### config.mk
export PLATFORM = sky130hd
export DESIGN_NAME = demux6_tdm_flat
export DESIGN_NICKNAME = d
export VERILOG_FILES = /design/src/rtl/demux6_tdm_if.sv /design/src/rtl/demux6_tdm.sv /design/src/flat_wrapper.sv
export SDC_FILE = /design/constraint.sdc
export NUM_CORES = 1
export LEC_CHECK = 0
export BUFFER_PORTS_ARGS = -buffer_cell sky130_fd_sc_hd__buf_2
export CAP_MARGIN = 10
export CORE_ASPECT_RATIO = 2
export CORE_MARGIN = 8
export CORE_UTILIZATION = 50
export CTS_BUF_LIST = sky130_fd_sc_hd__clkbuf_8
export DETAILED_ROUTE_END_ITERATION = 16
export PLACE_DENSITY = 0.78
export SETUP_SLACK_MARGIN = 0.1
export SLEW_MARGIN = 10
export SYNTH_ARGS = -nofsm -noshare
export SYNTH_HDL_FRONTEND = slang
export SYNTH_SLANG_ARGS = --single-unit
### constraint.sdc
create_clock -name clk -period 5.1 [get_ports clk]
set_clock_uncertainty 0.2 [all_clocks]
set_input_delay 0.51 -clock clk [delete_from_list [all_inputs] [get_ports clk]]
set_output_delay 0.51 -clock clk [all_outputs]
set_load 0.02 [all_outputs]
### src/rtl/demux6_tdm_if.sv
`default_nettype none
// ============================================================================
//  Module      : demux6_tdm_if
//  Description : Bus bundle for the 1-to-N TDM demultiplexer. The master
//                side supplies the data word and its steering controls. The
//                slave side returns the channel registers and status pulses.
//  Revision    : 1.0  initial release
// ============================================================================
interface demux6_tdm_if #(
   parameter int WIDTH = 8,
   parameter int NCH   = 6
);
   logic [WIDTH-1:0]     din;
   logic                 din_valid;
   logic                 mode;
   logic [2:0]           S;
   logic                 sync;
   logic [NCH*WIDTH-1:0] ch_data;
   logic [NCH-1:0]       ch_strobe;
   logic [2:0]           cur_slot;
   logic                 frame_done;
   logic                 err_sel;

   modport master (
      output din, din_valid, mode, S, sync,
      input  ch_data, ch_strobe, cur_slot, frame_done, err_sel
   );

   modport slave (
      input  din, din_valid, mode, S, sync,
      output ch_data, ch_strobe, cur_slot, frame_done, err_sel
   );
endinterface
`default_nettype wire

### src/rtl/demux6_tdm.sv
`default_nettype none
// ============================================================================
//  Module      : demux6_tdm
//  Description : Registered 1-to-NCH time-division demultiplexer. Each
//                accepted word is steered into one held channel register.
//                The channel comes from a wrapping slot counter (auto mode)
//                or from the external select S (direct mode). Per-channel
//                strobes, a frame-complete pulse and an illegal-select pulse
//                are also produced.
//  Revision    : 1.0  initial release
// ============================================================================
module demux6_tdm #(
   parameter int WIDTH = 8,
   parameter int NCH   = 6
) (
   input  wire logic     clk,
   input  wire logic     rst_n,
   demux6_tdm_if.slave   bus
);
   localparam logic [3:0] c_nch  = 4'(NCH);
   localparam logic [2:0] c_last = 3'(NCH - 1);

   logic [2:0]     r_slot;
   logic [NCH-1:0] r_strobe;
   logic           r_frame_done;
   logic           r_err_sel;

   logic [2:0]     w_slot_base;
   logic [2:0]     w_slot_nxt;
   logic [2:0]     w_target;
   logic           w_legal;
   logic           w_wr;
   logic           w_err;
   logic           w_frame;
   logic [NCH-1:0] w_wr_en;

   // Steering decode: sync realigns the counter before the target is chosen
   always_comb begin
      w_slot_base = bus.sync ? 3'd0 : r_slot;
      w_legal     = ({1'b0, bus.S} < c_nch);
      w_target    = bus.mode ? bus.S : w_slot_base;
      w_wr        = bus.din_valid & (~bus.mode | w_legal);
      w_err       = bus.din_valid & bus.mode & ~w_legal;
      w_frame     = bus.din_valid & ~bus.mode & (w_slot_base == c_last);
      w_slot_nxt  = w_slot_base;
      if (!bus.mode && bus.din_valid) begin
         w_slot_nxt = (w_slot_base == c_last) ? 3'd0 : w_slot_base + 3'd1;
      end
   end

   // Slot counter and single-cycle status pulses
   always_ff @(posedge clk or negedge rst_n) begin
      if (!rst_n) begin
         r_slot       <= 3'd0;
         r_strobe     <= '0;
         r_frame_done <= 1'b0;
         r_err_sel    <= 1'b0;
      end else begin
         r_slot       <= w_slot_nxt;
         r_strobe     <= w_wr_en;
         r_frame_done <= w_frame;
         r_err_sel    <= w_err;
      end
   end

   for (genvar k = 0; k < NCH; k++) begin : g_ch
      logic [WIDTH-1:0] r_ch;

      assign w_wr_en[k] = w_wr & (w_target == 3'(k));

      // Channel holding register, loaded only when this channel is targeted
      always_ff @(posedge clk or negedge rst_n) begin
         if (!rst_n) begin
            r_ch <= '0;
         end else if (w_wr_en[k]) begin
            r_ch <= bus.din;
         end
      end

      assign bus.ch_data[k*WIDTH +: WIDTH] = r_ch;
   end

   assign bus.ch_strobe  = r_strobe;
   assign bus.cur_slot   = r_slot;
   assign bus.frame_done = r_frame_done;
   assign bus.err_sel    = r_err_sel;
endmodule
`default_nettype wire

### src/flat_wrapper.sv
// flat-port wrapper written by rule: the top's interface ports become plain ports
module demux6_tdm_flat 
#(
   parameter int WIDTH = 8,
   parameter int NCH   = 6
)
  (clk, rst_n, bus_din, bus_din_valid, bus_mode, bus_S, bus_sync, bus_ch_data, bus_ch_strobe, bus_cur_slot, bus_frame_done, bus_err_sel);
  demux6_tdm_if #(.WIDTH(WIDTH), .NCH(NCH)) bus_i ();
  input  wire logic clk;
  input  wire logic rst_n;
  input wire logic [$bits(bus_i.din)-1:0] bus_din;
  input wire logic [$bits(bus_i.din_valid)-1:0] bus_din_valid;
  input wire logic [$bits(bus_i.mode)-1:0] bus_mode;
  input wire logic [$bits(bus_i.S)-1:0] bus_S;
  input wire logic [$bits(bus_i.sync)-1:0] bus_sync;
  output wire logic [$bits(bus_i.ch_data)-1:0] bus_ch_data;
  output wire logic [$bits(bus_i.ch_strobe)-1:0] bus_ch_strobe;
  output wire logic [$bits(bus_i.cur_slot)-1:0] bus_cur_slot;
  output wire logic [$bits(bus_i.frame_done)-1:0] bus_frame_done;
  output wire logic [$bits(bus_i.err_sel)-1:0] bus_err_sel;
  assign bus_i.din = bus_din;
  assign bus_i.din_valid = bus_din_valid;
  assign bus_i.mode = bus_mode;
  assign bus_i.S = bus_S;
  assign bus_i.sync = bus_sync;
  assign bus_ch_data = bus_i.ch_data;
  assign bus_ch_strobe = bus_i.ch_strobe;
  assign bus_cur_slot = bus_i.cur_slot;
  assign bus_frame_done = bus_i.frame_done;
  assign bus_err_sel = bus_i.err_sel;
  demux6_tdm #(.WIDTH(WIDTH), .NCH(NCH)) u_core (.clk(clk), .rst_n(rst_n), .bus(bus_i));
endmodule
==> qor.yml <==
grt_util_all_layers: 0.1527
min_path_type: "primary input to asynchronous set/reset pin"
dpl.hpwl_mm: 3.949
path_cells: "or3b_4 > o21ai_2 > and3b_1 > mux2_4"
pwr-share-seq: 0.417
hold_ws_ns: 0.1274
slowest_stage: "and3b_1"
synthCells: 149
cts_resized: 0
clockBufferDepth: 2
pin_count: 75
tightest_slew_ns: 0.7355
drcViolationCount: 0
grt_pass1_vias: 1596
antenna_left: 0
gp_congestion: 0.7520
die_area_um2: 7391
synth_area_per_cell_um2: 16.06
status: "finished clean"
yosysWarnings: 0
internal_power_mw: 1.048
required_ns: 5.10
grt_first_pass_wirelength_mm: 8.542
synthesis.area_um2: 2394
synth_top_area_share: 0.6168
post-place-ws_ns: 2.615
design_area_um2: 3014
core-area_um2: 4598
ys_seq_area_frac: 0.6168
ir_drop_uv: 421.6
worst_setup_path_start_kind: "register"
start_util: 0.5205
htree_levels: 3
die_h_um: 113.8
cts_setup_buffers: 0
yosysUniqueCellTypes: 29
power_density_nw_per_um2: 498.5
yosysMostFrequentCell: "dfrtp_1"
synth.area.top_cells: "dfrtp_1 (62%), mux2_4 (15%), mux2_2 (11%)"
place_area_um2: 2799
leakage_nw: 1.566
finalCritPeriodShare: 0.4370
die_x_um: 64.93
synth_common_cells: "dfrtp_1 (59), mux2_2 (24), mux2_4 (24)"
cts.sinks: 59
slew_violations: 0
synth_edf_count: 0
hold_violations: 0
p_comb_frac: 0.276
max_freq_mhz: 448.7
critPathMaxFanout: 9
rsz0062_at_grt: "no"
port_buffers: 74
vias: 1479
initialDrtViolationCount: 35
switching_share: 0.3025
p_sw_mw: 0.4546
cts_made_buffers: 9
row_count: 35
viasPerCell: 5.118
setup_ws_ns: 2.871
cts.clk_slew.worst_paths_ns: 0.06
p_clk_frac: 0.307
cts-hold-fix-buffers: 0
post-route-min-period_ns: 2.229
synthFlopType: "dfrtp_1"
cp_slowest_stage_delay_ns: 0.63
dr.pass1.iters: 4
cts_root_buf: "clkbuf_8"
grt_remaining_overflow: 0
worstSkewPairLatency_ns: 0.32
drt-total-wl_mm: 5.329
wl_per_cell_um: 18.44
syn_nets: 165
cts_tree: "built"
ys_seq_elements: 59
utilization: 0.6555
endpoint_kind: "register"
setup_viol: 0
drive_above_1_share: 0.6197
maxCapViolCount: 0
synthToLayoutAreaGrowth_pct: 25.93
nNetsFinal: 247
relSlewSlack: 0.5097
path_class: "register to register"
grt_max_degree: 60
antenna_found_initial: 0
fin_setup_tns_ns: 0
crit_arrival_ns: 2.23
diodes: 0
yosysTopAreaCell: "dfrtp_1"
ys_async_sr_fraction: 1.000
[state kept, by name (all words and copies together) (netlist names)]
signal,flops
u_core.g_ch.r_ch,48
u_core.bus.ch_strobe,6
u_core.bus.cur_slot,3
u_core.bus.err_sel,1
u_core.bus.frame_done,1
[through the flow]
step,total power [mW],std cells
floorplan,0.8943,149
global placement,1.049,275
detailed placement,1.060,275
CTS,1.526,289
global route,1.567,289
finish,1.503,289
[layer usage]
metal | vias up | routed length (µm) | global-route usage
li1 | 684 | - | -
met1 | 748 | 1944 | 0.1546
met2 | 41 | 3011 | 0.2750
met3 | 6 | 310 | 0.05005
met4 | 0 | 62 | 0.06158
met5 | - | 0 | 0
[critical path: cells and delay by family (launching register included)]
family,cells,cell delay [ns]
simple gates,2,1.05
flops,1,0.41
mux,1,0.35
compound gates,1,0.08
[layout make-up]
class	count	area (µm²)
fill	381	1584
clock inverter	3	63.81
inverter	3	11.26
timing repair buffer	76	385.4
multi-input combinational	82	857.1
tap	55	68.82
sequential	59	1476
clock buffer	11	151.4
[logic make-up after synthesis]
kind of cell,synth area share
buffers and inverters,0.02509
DFF,0.6168
and+or+nand+nor,0.06483
xor gates and xnor gates,0.003660
muxes,0.2635
AOI/OAI and AO/OA,0.02614
[worst paths after layout]
check / startpoint / to / slack, ns / cells after the start
max: u_core.bus.cur_slot[2] / u_core.g_ch[4].r_ch[7] / 2.87 / 4
min: rst_n / u_core.bus.ch_strobe[4] / 0.13 / 2
max reg2reg: u_core.bus.cur_slot[2] / u_core.g_ch[4].r_ch[7] / 2.87 / 4
min reg2reg: u_core.g_ch[5].r_ch[6] / u_core.g_ch[5].r_ch[6] / 0.30 / 1
max in group asynchronous: rst_n / u_core.g_ch[4].r_ch[5] / 4.08 / 2
min in group clk: bus_sync / u_core.bus.cur_slot[2] / 0.23 / 2
[power by group through the flow]
stage	Combinational (mW)	Sequential (mW)	Clock (mW)
floorplan	0.136	0.758	0
global placement	0.417	0.632	0
detailed placement	0.424	0.636	0
CTS	0.424	0.628	0.473
global route	0.442	0.641	0.485
finish	0.415	0.627	0.461
[layout by cell type (no fill, tap or decap), types with 2 or more instances in the layout]
master / synthesis / layout
buf_2: 0 / 74
dfrtp_1: 59 / 59
mux2_2: 24 / 24
mux2_4: 24 / 24
clkbuf_8: 0 / 11
nand2_1: 7 / 7
inv_1: 3 / 4
nor2b_1: 2 / 2
a21oi_1: 2 / 2
nor2_1: 2 / 2
o21ai_0: 2 / 2
o31ai_2: 2 / 2
bufinv_16: 0 / 2
buf_4: 2 / 2
No activity file was read; power rests on OpenSTA's default activity.
